## config.mk

```make
export PLATFORM = sky130hd
export DESIGN_NAME = noise_rd_ctrl
export DESIGN_NICKNAME = d
export VERILOG_FILES = /design/src/rtl/noise_rd_pkg.sv /design/src/rtl/noise_rd_cksum.sv /design/src/rtl/noise_rd_ctrl.sv
export SDC_FILE = /design/constraint.sdc
export NUM_CORES = 1
export LEC_CHECK = 0
export ABC_AREA = 1
export BUFFER_PORTS_ARGS = -buffer_cell sky130_fd_sc_hd__buf_2
export CORE_MARGIN = 10
export CORE_UTILIZATION = 39
export CTS_CLUSTER_DIAMETER = 150
export DETAILED_ROUTE_END_ITERATION = 10
export HOLD_SLACK_MARGIN = 0.06
export SETUP_SLACK_MARGIN = 0.5
export SLEW_MARGIN = 20
export SYNTH_ARGS = -nofsm -noshare
export SYNTH_HDL_FRONTEND = slang
export SYNTH_SLANG_ARGS = --single-unit
```

## constraint.sdc

```tcl
create_clock -name clk_sys -period 4.5 [get_ports clk_sys]
set_input_delay 0.9 -clock clk_sys [delete_from_list [all_inputs] [get_ports clk_sys]]
set_output_delay 0.9 -clock clk_sys [all_outputs]
set_load 0.005 [all_outputs]
```

## src/rtl/noise_rd_pkg.sv

```systemverilog
// Shared types and widths for the noise-acquisition RAM reader.
package noise_rd_pkg;

  localparam int unsigned SAMPLE_W = 12;
  localparam int unsigned OUT_W    = 16;
  localparam int unsigned CNT_W    = 12;

  typedef enum logic [2:0] {
    IDLE,
    ARST,
    STROBE,
    WAIT,
    PRESENT,
    CKSUM,
    DONE
  } state_t;

endpackage

```

## src/rtl/noise_rd_cksum.sv

```systemverilog
// Modulo-2^16 running sum of streamed words; used only when NOISE_RD_CHECKSUM_EN is defined.
module noise_rd_cksum
  import noise_rd_pkg::*;
(
  input  logic             clk_sys,
  input  logic             n_reset,
  input  logic             clr,
  input  logic             add_en,
  input  logic [OUT_W-1:0] add_val,
  output logic [OUT_W-1:0] sum
);

  always_ff @(posedge clk_sys or negedge n_reset) begin
    if (!n_reset) begin
      sum <= '0;
    end else if (clr) begin
      sum <= '0;
    end else if (add_en) begin
      sum <= sum + add_val;
    end
  end

endmodule

```

## src/rtl/noise_rd_ctrl.sv

```systemverilog
// Drains the noise-acquisition RAM and streams samples on a valid/ready port.
// Optional trailing checksum word: define NOISE_RD_CHECKSUM_EN.
module noise_rd_ctrl
  import noise_rd_pkg::*;
#(
  parameter int unsigned RAM_LAT = 1
)
(
  input  logic                clk_sys,
  input  logic                n_reset,
  input  logic                rd_start,
  input  logic                rd_abort,
  input  logic [CNT_W-1:0]    rd_num,
  input  logic [SAMPLE_W-1:0] RAM_data,
  output logic                RAM_RDaddr_rst,
  output logic                RAM_RD_EN,
  output logic                XRD,
  output logic [OUT_W-1:0]    dout,
  output logic                dout_valid,
  input  logic                dout_ready,
  output logic                busy,
  output logic                done
);

  state_t state, state_nx;

  logic [CNT_W-1:0]    num_q;
  logic [CNT_W-1:0]    cnt_q;
  logic [2:0]          wcnt_q;
  logic [SAMPLE_W-1:0] cap_q;
  logic [OUT_W-1:0]    sample_ext;
  logic                hs;
  logic                last;
  logic                wait_end;
  logic                accept;

  assign accept     = (state == IDLE) && rd_start && !rd_abort;
  assign hs         = dout_valid && dout_ready;
  assign last       = (cnt_q == (num_q - CNT_W'(1)));
  assign wait_end   = (wcnt_q == 3'(RAM_LAT - 1));
  assign sample_ext = OUT_W'(cap_q);

`ifdef NOISE_RD_CHECKSUM_EN
  logic [OUT_W-1:0] sum;

  noise_rd_cksum u_cksum (
    .clk_sys (clk_sys),
    .n_reset (n_reset),
    .clr     (state == ARST),
    .add_en  ((state == PRESENT) && hs),
    .add_val (sample_ext),
    .sum     (sum)
  );
`endif

  always_ff @(posedge clk_sys or negedge n_reset) begin
    if (!n_reset) begin
      state <= IDLE;
    end else begin
      state <= state_nx;
    end
  end

  always_comb begin
    state_nx = state;
    case (state)
      IDLE:    if (accept) state_nx = ARST;
`ifdef NOISE_RD_CHECKSUM_EN
      ARST:    state_nx = (num_q != '0) ? STROBE : CKSUM;
`else
      ARST:    state_nx = (num_q != '0) ? STROBE : DONE;
`endif
      STROBE:  state_nx = WAIT;
      WAIT:    if (wait_end) state_nx = PRESENT;
`ifdef NOISE_RD_CHECKSUM_EN
      PRESENT: if (hs) state_nx = last ? CKSUM : STROBE;
      CKSUM:   if (hs) state_nx = DONE;
`else
      PRESENT: if (hs) state_nx = last ? DONE : STROBE;
`endif
      DONE:    state_nx = IDLE;
      default: state_nx = IDLE;
    endcase
    // Abort overrides every transition, including a start seen in the same IDLE cycle.
    if (rd_abort) state_nx = IDLE;
  end

  always_ff @(posedge clk_sys or negedge n_reset) begin
    if (!n_reset) begin
      num_q  <= '0;
      cnt_q  <= '0;
      wcnt_q <= '0;
      cap_q  <= '0;
    end else begin
      if (accept) num_q <= rd_num;

      if (state == ARST) begin
        cnt_q <= '0;
      end else if ((state == PRESENT) && hs) begin
        cnt_q <= cnt_q + CNT_W'(1);
      end

      if (state == STROBE) begin
        wcnt_q <= '0;
      end else if (state == WAIT) begin
        wcnt_q <= wcnt_q + 3'd1;
      end

      // Clearing on IDLE entry drops any pending word on abort and parks dout at zero.
      if (state_nx == IDLE) begin
        cap_q <= '0;
      end else if ((state == WAIT) && wait_end) begin
        cap_q <= RAM_data;
      end
    end
  end

  always_comb begin
    RAM_RDaddr_rst = (state != ARST);
    XRD            = (state != STROBE);
    RAM_RD_EN      = (state != IDLE);
    busy           = (state != IDLE);
    done           = (state == DONE);
    dout_valid     = (state == PRESENT);
    dout           = sample_ext;
`ifdef NOISE_RD_CHECKSUM_EN
    if (state == CKSUM) begin
      dout_valid = 1'b1;
      dout       = sum;
    end
`endif
  end

endmodule

```

=== Word-level counts from Yosys, hierarchy flattened ===
Index checks and enable logic that the tools add are counted.
W data, S select, Z words.

* Flip-flop bits (word level): 42
* Bits of input ports: 29
* Output and inout port bits: 22
* Logic and storage cells: 43

* Add/sub/neg operators: 3
* Equal/unequal tests: 8
* Mux-type cells: 13
* Reductions and logical operators: 14

{| class="wikitable"
|+ Operator list
! kind !! count
|-
| $mux W12 || 4
|-
| $mux W3 || 8
|-
| $pmux W3 S5 || 1
|-
| $add A12 B1 Y12 const B || 1
|-
| $eq A12 B12 Y1 || 1
|-
| $reduce_bool A12 Y1 || 1
|-
| $sub A12 B1 Y12 const B || 1
|-
| $logic_not A3 Y1 || 3
|-
| $eq A3 B2 Y1 const B || 2
|-
| $eq A3 B3 Y1 const B || 2
|-
| $reduce_bool A2 Y1 || 3
|-
| $logic_and A1 B1 Y1 || 5
|-
| $add A3 B1 Y3 const B || 1
|-
| $eq A3 B1 Y1 const B || 1
|-
| $ne A3 B1 Y1 const B || 1
|-
| $ne A3 B2 Y1 const B || 1
|-
| $reduce_bool A3 Y1 || 1
|-
| $logic_not A1 Y1 || 1
|}

=== Logic depth before layout (Yosys ltp) ===
* Depth after elaboration: 8
* Gate-level depth with buffers: 16
* Depth with buffers taken out: 15

=== Least setup slack after synthesis ===
Ideal clock, no wire load.

* Kind: input-to-reg
* Start: input port dout_ready
* End: register cnt_q[11]
* Setup time: 120 ps
* Arrival: 1878 ps
* Required time: 4380 ps
* Slack: 2502 ps
* Cell stages on the path: 11
* Buffers on the path: 0
* Path through: inv_1 > nor2_4 > nand2_2 > nor2_2 > nand2_1 > nor2_2 > nand3_2 > nor3b_2 > nand3_1 > nand2_1 > a21oi_1

* Cells in the longest elaborated chain, start to end: 3

{| class="wikitable"
|+ Ends and longest elaborated chain
! element !! line !! RTL
|-
| start, declared || noise_rd_ctrl.sv:20 || <nowiki>input logic dout_ready,</nowiki>
|-
| $logic_and A1 B1 Y1 || noise_rd_ctrl.sv:38 || <nowiki>assign hs = dout_valid && dout_ready;</nowiki>
|-
| $logic_and A1 B1 Y1 || noise_rd_ctrl.sv:99 || <nowiki>end else if ((state == PRESENT) && hs) begin</nowiki>
|-
| $reduce_bool A2 Y1 (no source line) || - ||
|-
| end signal, assigned || noise_rd_ctrl.sv:100 || <nowiki>cnt_q <= cnt_q + CNT_W'(1);</nowiki>
|-
| end, declared || noise_rd_ctrl.sv:28 || <nowiki>logic [CNT_W-1:0] cnt_q;</nowiki>
|}

No other way between the ends.
A chain may end at the register's enable or synchronous reset.

=== Worst setup path after layout ===
* Start: register state[1]
* End: output port RAM_RDaddr_rst

* Cells in the longest elaborated chain, start to end: 1

{| class="wikitable"
|+ Ends and longest elaborated chain
! element !! line !! RTL
|-
| start, declared || noise_rd_ctrl.sv:25 || <nowiki>state_t state, state_nx;</nowiki>
|-
| start signal, assigned || noise_rd_ctrl.sv:60 || <nowiki>state <= state_nx;</nowiki>
|-
| $ne A3 B1 Y1 || noise_rd_ctrl.sv:119 || <nowiki>RAM_RDaddr_rst = (state != ARST);</nowiki>
|-
| end, declared || noise_rd_ctrl.sv:15 || <nowiki>output logic RAM_RDaddr_rst,</nowiki>
|}

No other way between the ends.

==> results <==
- The number of clock sinks is 42.
- No sink is reached through more buffers than the 2 on the longest clock path.
- The simple-gate portion of the synthesized area is 28.6%.
- The number of antenna violations at the first check in global routing is 0.
- Buffers inserted during clock tree synthesis total 5.
- The leakage power of the design is 1.42 nW.
- The number of hold-slack violations in the final timing report came to 0.
- Registers take 1050 µm².
- The final non-filler cell total is 441.
- The clock transition at the registers of the reported paths is 0.08 ns.
- The placeable core area is 6310 µm².
- In the final layout, the share of cells above drive strength 1 is 26.9%.
- The detailed-route via count is 2,056.
- For this run the aggregate overflow at the end of global routing stands at 0.
- Setup repair after global routing left no endpoint under its margin.
- Including well taps, the total number of placed cells is 433.
- Dividing the detail-routed via count by the number of cells gives 4.66.
- The initial DRC count is 74.
- The critical path data required time is 3.60 ns.
- The worst path in the final design needs a cycle of 2.50 ns, including I/O delays and setup.
- The cell with the largest stage delay on the worst path is sky130_fd_sc_hd__nor3_2.
- The layout overhead on the synthesized area is 14.2%.
- The total die area is 10,000 µm².
- The combinational family with the most area after synthesis is simple AND/OR/NAND/NOR gates.
- Global routing consumed, on the met2 layer, 19.2% of the routing resources.
- The number of H-tree branching levels is 2.
- The count of final setup violators is 0.
- The number of buffers and inverters on the critical path is 2.
- The via count of the first global-routing pass is 2,168.
- The antenna cell count is 0.
- The initial core utilization is 39.7%.
- The run finished with clean final reports.
- The signal on the critical path passes through nor3_2 > inv_2 > buf_2.
- Data arrives at the worst endpoint at 1.60 ns.
- In the synthesized netlist, mux cells make up 4.79% of the area.
- At the pin with the least slew margin, the transition time is 0.941 ns.
- Setup total negative slack on the finished layout was measured at 0 ns.
- The die is 100 µm wide.
- Clock latency on the worst-skew pair, taken at its later pin, is 0.29 ns.
- The maximum resistive drop on vdd is 0.155 mV.
- The fraction of met3 tracks used by global routing is 4.46%.
- The TritonCTS clock tree is done.
- After synthesis, the netlist uses 32 different library cells.
- The largest stage delay on the critical path is 0.51 ns.
- The global routing stage identified its most utilized layer as met2.
- Of the available clock period, the critical path in the final layout requires 55.6%.
- The kind of path behind the tightest hold check is reg -> reg.
- Counting every instance in the synthesized netlist gives 317.
- In this run the remaining antenna-violating nets after routing total 0.
- The first-pass detailed-route iteration total is 4.
- Of the total synthesized cell area, the portion taken by XOR and XNOR cells is 2.44%.
- Of the total synthesized cell area, the portion taken by full adders, half adders and majority gates is 2.00%.
- The Yosys step of the flow raised 0 warnings.
- Summed over all nets, the half-perimeter wirelength after detailed placement is 4.24 mm.
- Input and output buffers added on the ports amount to 46.
- The ratio of total power to cell area is 323 nW/µm².
- In this run the post-CTS setup repair buffer count came out at 0.
- Measured against its own limit, the worst slew margin works out to 37.3%.
- Gates resized during post-CTS repair numbered 0.
- The DRC violation count after routing is 0.
- The count of pins on the block boundary is 51.
- The count of max-cap constraint violations is 0.
- At the end of routability-driven placement, the weighted congestion stood at 0.831.
- The netlist area before placement is 2510 µm².
- The worst clock skew is 0.00659 ns.
- For this run, the top clock speed supported by timing is 400 MHz.
- The first global-routing pass estimated 9.66 mm of wire.
- Entering global routing, the biggest net connects 43 pins.
- The mean post-synth cell area is 7.91 µm².
- Global routing used 11.4% of the available tracks.
- The largest fanout on the critical path is 8.
- The register area share after synthesis is 41.9%.
- The compound-cell area share of the yosys netlist is 10.2%.
- The max-slew violation count came to 0.
- The global routing usage on met1 is 13.2%.
- The root buffer cell chosen for the clock tree is sky130_fd_sc_hd__clkbuf_8.
- Measured along the y axis, the die boundary spans 100 µm.
- The multi-input logic area is 1220 µm².
- The synthesis-stage register bit count is 42.
- Broken down by cell family, the worst path's largest delay share belongs to simple AND/OR/NAND/NOR gates.
- The number of nets in the layout is 396.
- The worst setup path is of the reg -> out kind.
- STA classifies the critical path startpoint as a register.
- The floorplan has 29 rows.
- For this design, the CTS-stage hold fixing added 0 buffers.
- STA classifies the critical path endpoint as an output port.
- In the final routed layout, each cell accounts on average for 12.4 µm.
- The filler cells instantiated in the layout total 649.
- The aggregate routed wire length is 5.47 mm.
==> metal layers <==
layer / routed length [µm] / share of wire (%) / vias to the layer above
met5: 0 / 0 / -
met4: 19 / 0.35 / 0
met3: 486 / 8.9 / 2
met2: 2460 / 45 / 59
met1: 2510 / 46 / 905
li1: - / - / 1090
==> through the flow <==
stage          worst slack, ns  instance area (µm²)  hold WS (ns)  power, mW  utilization (%)
2_1_floorplan             2.50                 2520         0.518      0.620                -
3_3_place_gp              2.06                 2770         0.529      0.678             43.9
3_5_place_dp              2.02                 2770         0.537      0.682             43.9
4_1_cts                   1.97                 2870         0.560      0.940             45.4
5_1_grt                   1.88                 2870         0.579      0.998             45.4
6_report                  2.00                 2870         0.554      0.926             45.4
==> state kept, by name, summed over array words and instances, names as in the netlist <==
signal	cells
cap_q	12
state	3
cnt_q	12
num_q	12
wcnt_q	3
==> worst min-delay path, stage by stage, from the launching register on <==
cell	delay (ns)
sky130_fd_sc_hd__dfrtp_1	0.41
sky130_fd_sc_hd__inv_1	0.06
sky130_fd_sc_hd__a21oi_1	0.05
==> layout make-up <==
cell class | instances | area share, %
Tap cell | 77 | 3.36
Clock inverter | 1 | 0.175
Clock buffer | 7 | 3.01
Timing Repair Buffer | 47 | 8.30
Multi-Input combinational cell | 222 | 42.6
Sequential cell | 42 | 36.7
Inverter | 45 | 5.90
==> report_power, final <==
part	switching [mW]	internal (mW)	leakage, nW
Clock	0.130	0.124	0.0482
Combinational	0.150	0.0838	0.808
Sequential	0.0304	0.407	0.565
==> cell usage in the layout, fill, tap and decap left out, types with 5 or more instances in the layout <==
| cell | n |
|---|---|
| sky130_fd_sc_hd__a21oi_1 | 10 |
| sky130_fd_sc_hd__a21oi_2 | 10 |
| sky130_fd_sc_hd__buf_2 | 46 |
| sky130_fd_sc_hd__clkbuf_8 | 6 |
| sky130_fd_sc_hd__dfrtp_1 | 42 |
| sky130_fd_sc_hd__inv_1 | 34 |
| sky130_fd_sc_hd__inv_2 | 11 |
| sky130_fd_sc_hd__mux2i_1 | 12 |
| sky130_fd_sc_hd__nand2_1 | 78 |
| sky130_fd_sc_hd__nand2_2 | 5 |
| sky130_fd_sc_hd__nand3_1 | 18 |
| sky130_fd_sc_hd__nor2_1 | 23 |
| sky130_fd_sc_hd__nor2_2 | 9 |
| sky130_fd_sc_hd__nor3_1 | 8 |
| sky130_fd_sc_hd__o21ai_0 | 19 |
| sky130_fd_sc_hd__xnor2_1 | 5 |
==> synthesized netlist by cell type <==
cell                       number  area [µm²]
sky130_fd_sc_hd__a21oi_2       10        87.6
sky130_fd_sc_hd__nor2_2         9        56.3
sky130_fd_sc_hd__nor3_1         8        40.0
sky130_fd_sc_hd__nor3b_2        3        37.5
sky130_fd_sc_hd__conb_1         1        3.75
sky130_fd_sc_hd__nor3_4         1        16.3
sky130_fd_sc_hd__clkbuf_4       1        7.51
sky130_fd_sc_hd__nor2_4         2        22.5
sky130_fd_sc_hd__nor3_2         2        20.0
sky130_fd_sc_hd__inv_2         11        41.3
sky130_fd_sc_hd__nor2_1        23        86.3
sky130_fd_sc_hd__buf_2          1        5.00
sky130_fd_sc_hd__nand3_1       18        90.1
sky130_fd_sc_hd__nand2_1       78         293
sky130_fd_sc_hd__buf_4          5        37.5
sky130_fd_sc_hd__o22ai_1        1        6.26
sky130_fd_sc_hd__o21bai_1       1        7.51
sky130_fd_sc_hd__buf_6          2        22.5
sky130_fd_sc_hd__a21oi_1       10        50.1
sky130_fd_sc_hd__clkbuf_1       2        7.51
sky130_fd_sc_hd__nand4_1        1        6.26
sky130_fd_sc_hd__xnor2_1        5        43.8
sky130_fd_sc_hd__o21ai_0       19        95.1
sky130_fd_sc_hd__dfrtp_1       42        1050
sky130_fd_sc_hd__nand3_2        1        10.0
sky130_fd_sc_hd__ha_1           4        50.1
sky130_fd_sc_hd__mux2i_1       12         120
sky130_fd_sc_hd__inv_1         34         128
sky130_fd_sc_hd__nor3b_1        1        7.51
sky130_fd_sc_hd__o21ai_1        2        10.0
sky130_fd_sc_hd__xor2_1         2        17.5
sky130_fd_sc_hd__nand2_2        5        31.3
==> cell families (layout without fill, tap and decap cells) <==
logic type | count (synthesis) | after routing
AND/OR/NAND/NOR | 152 | 152
buffers and inverters | 56 | 100
AO/OA/AOI/OAI | 43 | 43
flip-flops | 42 | 42
multiplexers | 12 | 12
XOR/XNOR | 7 | 7
adder cells (fa/ha/maj) | 4 | 4
other | 1 | 4
==> final timing paths <==
check / endpoint / from / cells after the start / slack (ns)
min in group asynchronous: num_q[1] / n_reset / 1 / 0.74
max in group asynchronous: num_q[9] / n_reset / 1 / 3.16
worst min-delay path: cnt_q[11] / cnt_q[11] / 2 / 0.55
worst min register to register: cnt_q[11] / cnt_q[11] / 2 / 0.55
worst max-delay path: RAM_RDaddr_rst / state[1] / 3 / 2.00
worst max register to register: cap_q[0] / state[1] / 8 / 2.25
(Power assumes the default switching activity.)
